$ cat config.mk
export PLATFORM = sky130hd
export DESIGN_NAME = cmd_bus_seq
export DESIGN_NICKNAME = d
export VERILOG_FILES = /design/src/rtl/cmd_bus_seq.sv
export SDC_FILE = /design/constraint.sdc
export NUM_CORES = 1
export LEC_CHECK = 0
export BUFFER_PORTS_ARGS = -buffer_cell sky130_fd_sc_hd__buf_4
export CAP_MARGIN = 20
export CORE_ASPECT_RATIO = 1.5
export CORE_UTILIZATION = 58
export CTS_BUF_LIST = sky130_fd_sc_hd__clkbuf_4 sky130_fd_sc_hd__clkbuf_8
export DETAILED_ROUTE_END_ITERATION = 16
export GPL_TIMING_DRIVEN = 0
export PLACE_DENSITY = 0.88
export SLEW_MARGIN = 20
export SYNTH_ARGS = -nofsm -noshare
export SYNTH_HDL_FRONTEND = slang
export SYNTH_SLANG_ARGS = --single-unit
$ cat constraint.sdc
create_clock -name clk -period 4.07 [get_ports clk]
set_clock_uncertainty 0.2 [all_clocks]
set_input_delay 0.6105 -clock clk [delete_from_list [all_inputs] [get_ports clk]]
set_output_delay 0.6105 -clock clk [all_outputs]
set_load 0.1 [all_outputs]
$ cat src/rtl/cmd_bus_seq.sv
// Per-bus command sequencer: captures one command from an arbiter lane and drives it
// on a node bus with a valid/ack/nak handshake, credit limit, turnaround gap and nak retry.
module cmd_bus_seq #(
   parameter int unsigned CMD_W     = 64,
   parameter int unsigned VLD_BIT   = 63,
   parameter int unsigned CREDITS   = 4,
   parameter int unsigned TURN      = 1,
   parameter int unsigned BACKOFF   = 4,
   parameter int unsigned MAX_RETRY = 3,
   localparam int unsigned CRW      = $clog2(CREDITS + 1)
) (
   input  logic             clk,
   input  logic             rst,
   input  logic [CMD_W-1:0] cmd_in,
   output logic             bus_rdy,
   output logic             bus_val,
   output logic [CMD_W-1:0] bus_cmd,
   input  logic             bus_ack,
   input  logic             bus_nak,
   input  logic             cr_ret,
   output logic [CRW-1:0]   credits,
   output logic             busy,
   output logic             retry_err,
   output logic             cr_ovf_err,
   output logic [15:0]      issued_cnt
);

   localparam int unsigned TMR_W = 4;
   localparam int unsigned RTW   = 3;

   localparam logic [1:0] S_IDLE    = 2'd0;
   localparam logic [1:0] S_SEND    = 2'd1;
   localparam logic [1:0] S_BACKOFF = 2'd2;
   localparam logic [1:0] S_GAP     = 2'd3;

   logic [1:0]       state_q, state_d;
   logic [CMD_W-1:0] cmd_q, cmd_d;
   logic [RTW-1:0]   retry_q, retry_d;
   logic [TMR_W-1:0] tmr_q, tmr_d;
   logic [CRW-1:0]   credits_q, credits_d;
   logic [15:0]      issued_q, issued_d;
   logic             retry_err_q, retry_err_d;
   logic             ovf_q, ovf_d;
   logic             bus_rdy_q, bus_rdy_d;
   logic             bus_val_q, bus_val_d;
   logic [CMD_W-1:0] bus_cmd_q, bus_cmd_d;
   logic             busy_q, busy_d;
   logic             ack_c;

   // Handshake inputs only count while a command is actually on the bus.
   assign ack_c = (state_q == S_SEND) & bus_ack;

   always_ff @(posedge clk) begin
      if (rst) begin
         state_q     <= S_IDLE;
         cmd_q       <= '0;
         retry_q     <= '0;
         tmr_q       <= '0;
         credits_q   <= CRW'(CREDITS);
         issued_q    <= '0;
         retry_err_q <= 1'b0;
         ovf_q       <= 1'b0;
         bus_rdy_q   <= (CREDITS != 0);
         bus_val_q   <= 1'b0;
         bus_cmd_q   <= '0;
         busy_q      <= 1'b0;
      end else begin
         state_q     <= state_d;
         cmd_q       <= cmd_d;
         retry_q     <= retry_d;
         tmr_q       <= tmr_d;
         credits_q   <= credits_d;
         issued_q    <= issued_d;
         retry_err_q <= retry_err_d;
         ovf_q       <= ovf_d;
         bus_rdy_q   <= bus_rdy_d;
         bus_val_q   <= bus_val_d;
         bus_cmd_q   <= bus_cmd_d;
         busy_q      <= busy_d;
      end
   end

   always_comb begin
      state_d     = state_q;
      cmd_d       = cmd_q;
      retry_d     = retry_q;
      tmr_d       = tmr_q;
      credits_d   = credits_q;
      issued_d    = issued_q;
      retry_err_d = 1'b0;
      ovf_d       = ovf_q;

      case (state_q)
         S_IDLE: begin
            if (bus_rdy_q && cmd_in[VLD_BIT]) begin
               cmd_d   = cmd_in;
               retry_d = '0;
               state_d = S_SEND;
            end
         end
         S_SEND: begin
            if (bus_ack) begin
               issued_d = issued_q + 16'd1;
               if (TURN == 0) begin
                  state_d = S_IDLE;
               end else begin
                  state_d = S_GAP;
                  tmr_d   = TMR_W'(TURN);
               end
            end else if (bus_nak) begin
               if (retry_q == RTW'(MAX_RETRY)) begin
                  retry_err_d = 1'b1;
                  state_d     = S_IDLE;
               end else begin
                  retry_d = retry_q + RTW'(1);
                  state_d = S_BACKOFF;
                  tmr_d   = TMR_W'(BACKOFF);
               end
            end
         end
         S_BACKOFF: begin
            tmr_d = tmr_q - TMR_W'(1);
            if (tmr_q == TMR_W'(1)) state_d = S_SEND;
         end
         default: begin
            tmr_d = tmr_q - TMR_W'(1);
            if (tmr_q == TMR_W'(1)) state_d = S_IDLE;
         end
      endcase

      // Ack consumes a credit, cr_ret returns one; together they cancel.
      case ({ack_c, cr_ret})
         2'b10: begin
            if (credits_q != '0) credits_d = credits_q - CRW'(1);
         end
         2'b01: begin
            if (credits_q == CRW'(CREDITS)) ovf_d = 1'b1;
            else credits_d = credits_q + CRW'(1);
         end
         default: ;
      endcase
   end

   // Outputs are registered from next-state so they line up with state_q.
   always_comb begin
      bus_rdy_d = (state_d == S_IDLE) && (credits_d != '0);
      bus_val_d = (state_d == S_SEND);
      bus_cmd_d = bus_val_d ? cmd_d : '0;
      busy_d    = (state_d != S_IDLE);
   end

   assign bus_rdy    = bus_rdy_q;
   assign bus_val    = bus_val_q;
   assign bus_cmd    = bus_cmd_q;
   assign credits    = credits_q;
   assign busy       = busy_q;
   assign retry_err  = retry_err_q;
   assign cr_ovf_err = ovf_q;
   assign issued_cnt = issued_q;

endmodule

==> summary.txt, run 1 <==
STA
  • Fmax achieved: 0.371 GHz
  • Final hold violations: 0
  • RSZ-0062 raised after global routing: no
  • Period utilisation layout: 66.3%
  • Fin crit period: 2.70 ns
  • Least-Margin Pin Slew: 0.524 ns
  • Setup TNS: 0 ns
  • Fin. max-slew vios: 0
  • Slew headroom: 64.2%
  • # setup viols final: 0

Floorplanning
  • CORE AREA: 9310 sq um
  • Die Area: 9990 sq um
  • Initial core utilization: 59.8%
  • Die Y: 122 microns
  • Die span in x: 82.0 microns
  • Rows: 43
  • # IOs: 157

Routing
  • WL per Instance: 15.4 microns
  • DR DRC count: 0
  • DR iter-0 viols: 240
  • Routed Antenna Nets: 0
  • DR pass1 iterations: 5
  • DR vias: 4540
  • Drt total wl: 13000 microns
  • Post-DR vias/cell: 5.39

Clocking
  • Worst-path clk slew: 0.09 ns
  • CTS resizes: 0
  • CTS HTree Levels: 4
  • Total CTS buffers: 17
  • Clock Tree Root: clkbuf_8
  • Clk_lat worst skew: 0.44 ns
  • Bufs on Longest Clock Path: 2
  • Hold_buf cts: 0
  • CTS tree: done
  • CTS Sinks: 161
  • Setup bufs post-CTS: 0

Layout
  • Layout area overhead: 29.7%
  • Layout Nets: 796
  • Share of post-route cells with drive strength above 1: 28.2%
  • Design Area, Final: 7220 sq um
  • N_diodes: 0

Yosys
  • Cell count after synthesis: 543
  • Area leader, netlist: dfxtp_1
  • Synth Net Count: 622
  • YS warnings: 0
  • Ys async rst share: 0%
  • Synth top area share: 57.9%
  • Area contributors post-synth: dfxtp_1, mux2i_1, nor3_1, nor2_1, ha_1
  • Sequential area share after synthesis: 57.9%
  • Synth cell count leaders: dfxtp_1, nor2_1, mux2i_1, nor3_1, clkbuf_1
  • Distinct cell type count after synthesis: 43
  • Mapped Avg Cell Area: 10.2 sq um
  • Count leader, synth: dfxtp_1
  • Number of synthesized register bits: 161
  • Top FF cell, synth: dfxtp_1
  • Post-synth EDFFs: 0
  • Mapped Area: 5560 sq um

Global route
  • GR Util All Layers: 27.6%
  • Largest net degree at the start of global routing: 17
  • Initial antenna violation count: 0
  • GR Overflow Total: 0
  • Global-route wire length before repair: 20800 microns
  • Vias in the first global route: 4596

Run status
  • Status: finished, final reports clean

Placement
  • Number of port buffers: 155
  • Detail Placement HPWL: 9490 microns
  • RD Place Congestion: 0.899
  • Post-DP Area: 6870 sq um

Job
  • Max-Cap Viols: 0

Critical path
  • Setup CP Type: register to register
  • Critical path arrival: 2.81 ns
  • Startpoint Class: register
  • Data required, critical path: 4.18 ns
  • Crit path max fanout: 10
  • CP endpoint kind: register

Pwr
  • Static leakage: 3.09 nW
  • Worst vdd ir: 446 uV
  • Pwr dens: 592 nW/um^2

Min path
  • Worst Hold Class: input port to register
critical path, stage by stage (launching register included):
cell and delay (ns):
dfxtp_1 0.39, clkbuf_1 0.35, nor2b_1 0.16, nand2_1 0.14
inv_1 0.11, ha_1 0.36, a2111oi_0 0.54, o32a_1 0.23
a41oi_1 0.10
metal layers:
layer	track usage [%]	up-vias	part of all wire [%]
li1	-	2217	-
met3	7.94	27	5.8
met4	12.8	0	2.7
met5	0	-	0
met2	48.2	153	53
met1	30.0	2143	38
sequential cells by signal, summed over array words and instances, names as in the netlist:
register,flops
bus_rdy,1
tmr_q,4
cr_ovf_err,1
cmd_q,64
credits,3
bus_cmd,64
issued_cnt,16
bus_val,1
retry_q,3
state_q,2
busy,1
retry_err,1
final timing paths:
path                              start                    to  slack [ns]  cells after the start
setup / recovery  state_q[1]$_SDFF_PP0_    bus_rdy$_SDFF_PP1_        1.37                      8
hold / removal               cmd_in[31]  cmd_q[31]$_SDFF_PP0_        0.23                      3
setup reg to reg  state_q[1]$_SDFF_PP0_    bus_rdy$_SDFF_PP1_        1.37                      8
hold reg to reg    cmd_q[63]$_SDFF_PP0_  cmd_q[63]$_SDFF_PP0_        0.28                      2
final cells by class:
cell class	instances	area, sq um
Buffer	37	166
Clock buffer	18	241
Clock inverter	14	108
Fill cell	638	2090
Inverter	12	45.0
Multi-Input combinational cell	333	2130
Sequential cell	161	3220
Tap cell	112	140
Timing Repair Buffer	155	1160
cells in the final DEF (no fill, tap or decap), types with 2 or more instances in the layout:
master and count:
clkinvlp_4 3, or4_1 4, xor2_1 4, buf_4 156, a211oi_1 3, nor2_1 85
nand2b_1 4, clkbuf_1 22, buf_2 13, inv_1 12, dfxtp_1 161, nor3_1 66
nand2_1 10, nor3b_1 3, and3_1 4, nand3_1 7, a21oi_1 14, o21ai_0 7
o31ai_1 3, nand4_1 4, a2111oi_0 3, or2_2 2, mux2i_1 68, inv_6 5
ha_1 10, nor2b_1 3, clkinv_4 3, or3_1 3, and4b_1 2, clkbuf_8 17
clkinv_2 3, xnor2_1 6, a31oi_1 4
where the power goes:
part	switching [W]	internal, W	leakage (nW)	total (W)
registers	0.0000700	0.00175	1.31	0.00182
logic	0.00102	0.000397	1.61	0.00141
clock network	0.000595	0.000436	0.174	0.00103
cell families (layout without fill, tap and decap cells):
family / Yosys count / in the layout / share of synthesized area [%]
AO/OA/AOI/OAI: 42 / 42 / 4.81
XOR/XNOR: 10 / 10 / 1.57
adder cells (fa/ha/maj): 10 / 10 / 2.25
buffers and inverters: 49 / 236 / 3.80
flip-flops: 161 / 161 / 57.9
multiplexers: 68 / 68 / 12.2
AND/OR/NAND/NOR: 203 / 203 / 17.4
per-stage QoR:
stage	std cells	setup slack, ns	power [W]	utilization (%)	hold slack [ns]
4_1_cts	842	1.37	0.00429	77.5	0.210
3_3_place_gp	810	1.48	0.00322	73.8	0.237
2_1_floorplan	543	1.44	0.00293	-	0.227
6_report	842	1.37	0.00427	77.5	0.227
5_1_grt	842	1.08	0.00446	77.5	0.210
3_5_place_dp	810	1.43	0.00326	73.8	0.258
Note: power is estimated with default switching activity, not from simulation.
==> run 2: changes to the inputs <==
- CORE_UTILIZATION: 58 -> 48
- PLACE_DENSITY: 0.88 -> 0.77
- clock period: 4.07 -> 2.26 ns (I/O delays scaled with it)
==> run 2 against run 1 <==
- non-clock buffer count up 62
- count of clock-buffer cells in the layout up 1
- sequential share of layout area decreased by 4.6 points
- register-to-register slack lost 1.3 ns
- critical path depth stayed put
- combinational power up 99%
- via count increased by 4.8%
- utilization fell by 5.0 points
- flip-flop and latch count is the same
- maximum frequency increased by 24%
- final cell count rose by 12%
- critical endpoint is now bus_cmd[20]$_SDFF_PP0_
==> summary.txt, run 2 (same netlist as run 1, synthesis figures left out) <==
Clocking
  • Total CTS buffers: 17
  • CTS Sinks: 161
  • Bufs on Longest Clock Path: 2
  • CTS HTree Levels: 4
  • Clock Tree Root: clkbuf_8
  • Worst-path clk slew: 0.09 ns
  • Clk_lat worst skew: 0.42 ns
  • CTS tree: done

STA
  • Period utilisation layout: 96.4%
  • Setup TNS: 0 ns
  • Slew headroom: 60.8%
  • # setup viols final: 0
  • RSZ-0062 raised after global routing: yes
  • Hold Slack: 0.0228 ns
  • Fin crit period: 2.18 ns
  • Least-Margin Pin Slew: 0.588 ns
  • Final hold violations: 0
  • Fin. max-slew vios: 0
  • Fmax achieved: 0.459 GHz

Pwr
  • Worst vdd ir: 668 uV
  • Static leakage: 3.39 nW
  • Net Sw Power: 0.00316 W
  • Switch share: 39.5%
  • Pwr dens: 988 nW/um^2
  • Comb pwr share: 35.1%
  • Clk network pwr share: 23.7%
  • Sequential Power Share: 41.2%
  • Internal power: 0.00484 W

Floorplanning
  • Die Y: 134 microns
  • Rows: 47
  • CORE AREA: 11200 sq um
  • Die span in x: 89.9 microns
  • # IOs: 157
  • Initial core utilization: 49.8%
  • Die Area: 12000 sq um

Layout
  • Share of post-route cells with drive strength above 1: 31.2%
  • Layout Nets: 858
  • Most frequent cells in the layout: buf_4, dfxtp_1, nor2_1
  • Layout area overhead: 45.6%
  • Most common cell after layout, fill and taps aside: buf_4
  • Final core occ: 72.5%
  • N_diodes: 0
  • Layout Cells excl Fill: 939

Critical path
  • Crit path max fanout: 10
  • Startpoint Class: register
  • Setup crit start: tmr_q[1]$_SDFFE_PP0P_
  • Cell Chain, Critical Path: inv_1 -> ha_1 -> or3b_2 -> nor3_4 -> a31oi_2 -> buf_6 -> clkbuf_4 -> nor3_1
  • R2R Path End: bus_cmd[20]$_SDFF_PP0_
  • Max incr delay on CP: 0.50 ns
  • CP endpoint kind: register
  • Critical path arrival: 2.32 ns
  • Worst reg2reg path depth: 8
  • Data required, critical path: 2.40 ns
  • Setup CP Type: register to register
  • R2r setup slk: 0.08 ns
  • Slowest CP cell: or3b_2
  • RR Startpoint: tmr_q[1]$_SDFFE_PP0P_

Routing
  • DR iter-0 viols: 203
  • DR DRC count: 0
  • Routed Antenna Nets: 0
  • Drt total wl: 14300 microns
  • Post-DR vias/cell: 5.07
  • DR vias: 4757
  • WL per Instance: 15.2 microns
  • DR pass1 iterations: 4

Global route
  • Initial antenna violation count: 0
  • GR Overflow Total: 0
  • Global-route wire length before repair: 22700 microns
  • Largest net degree at the start of global routing: 17
  • GR Util All Layers: 23.7%
  • Vias in the first global route: 4852

Placement
  • Inst Count DP: 845
  • Detail Placement HPWL: 9370 microns
  • RD Place Congestion: 0.780
  • Number of port buffers: 155

Run status
  • Status: finished, final reports clean

Min path
  • Worst Hold Class: input port to register
  • Hold Path Cell Cnt: 3
  • Min-delay src: cmd_in[44]
  • Hold endpoint: cmd_q[44]$_SDFF_PP0_

Job
  • Max-Cap Viols: 0
-- run 2: cell count changes in the layout (fill, tap and decap cells not counted), sizes merged --
cell | previous run | this run
dlygate4sd3 | 0 | 61
clkinv | 6 | 3
clkinvlp | 3 | 5
clkbuf | 40 | 46
buf | 170 | 166
-- run 2: critical path, delay by kind of cell (launching register included) --
kind            cells  cell delay, ns
flops               1            0.33
buf+inv             3            0.47
fa+ha+maj           1            0.17
simple gates        3            0.86
compound gates      1            0.08
-- run 2: through the flow --
stage,cell area [sq um],worst slack (ns),total power (W)
after CTS,7970,0.0112,0.00791
final,8100,0.0808,0.00800
after global placement,6920,-0.310,0.00583
after floorplan,5580,-0.0488,0.00529
after global routing,8100,-0.0357,0.00833
after detailed placement,6920,-0.512,0.00589
-- run 2: cell type report --
type,count,area [sq um]
Sequential cell,161,3240
Fill cell,817,3080
Multi-Input combinational cell,333,2290
Timing Repair Buffer,217,1780
Clock buffer,19,249
Buffer,37,208
Tap cell,147,184
Clock inverter,13,103
Inverter,12,45.0
-- run 2: per-layer routing --
layer	global-route usage [%]	up-vias	part of all wire, %
met4	12.2	0	3.4
met2	42.9	146	52
met1	25.4	2222	40
met5	0	-	0
met3	5.90	36	4.7
li1	-	2353	-
-- run 2: repair_timing --
action	4_1_cts	5_1_grt
buffers inserted	0	1
hold buffers	61	0
hold endpoints to repair	68	0
resized for setup	22	29
pin swaps	1	4
endpoints found under the setup margin	100	55
-- run 2: power by group through the flow --
| stage | combinational [W] | sequential (W) | clock (W) |
|---|---|---|---|
| floorplan | 0.00103 | 0.00426 | 0 |
| CTS | 0.00269 | 0.00329 | 0.00193 |
| global placement | 0.00249 | 0.00334 | 0 |
| global route | 0.00297 | 0.00333 | 0.00204 |
| finish | 0.00281 | 0.00330 | 0.00189 |
| detailed placement | 0.00254 | 0.00335 | 0 |
-- run 2: how the worst max path moves through the flow --
stage / endpoint / slack (ns) / cells past startpoint
final: bus_cmd[20]$_SDFF_PP0_ / 0.08 / 8
after global routing: bus_cmd[20]$_SDFF_PP0_ / -0.04 / 8
after CTS: bus_rdy$_SDFF_PP1_ / 0.01 / 9
after detailed placement: bus_rdy$_SDFF_PP1_ / -0.51 / 8
after global placement: bus_rdy$_SDFF_PP1_ / -0.31 / 8
after floorplan: bus_rdy$_SDFF_PP1_ / -0.05 / 5
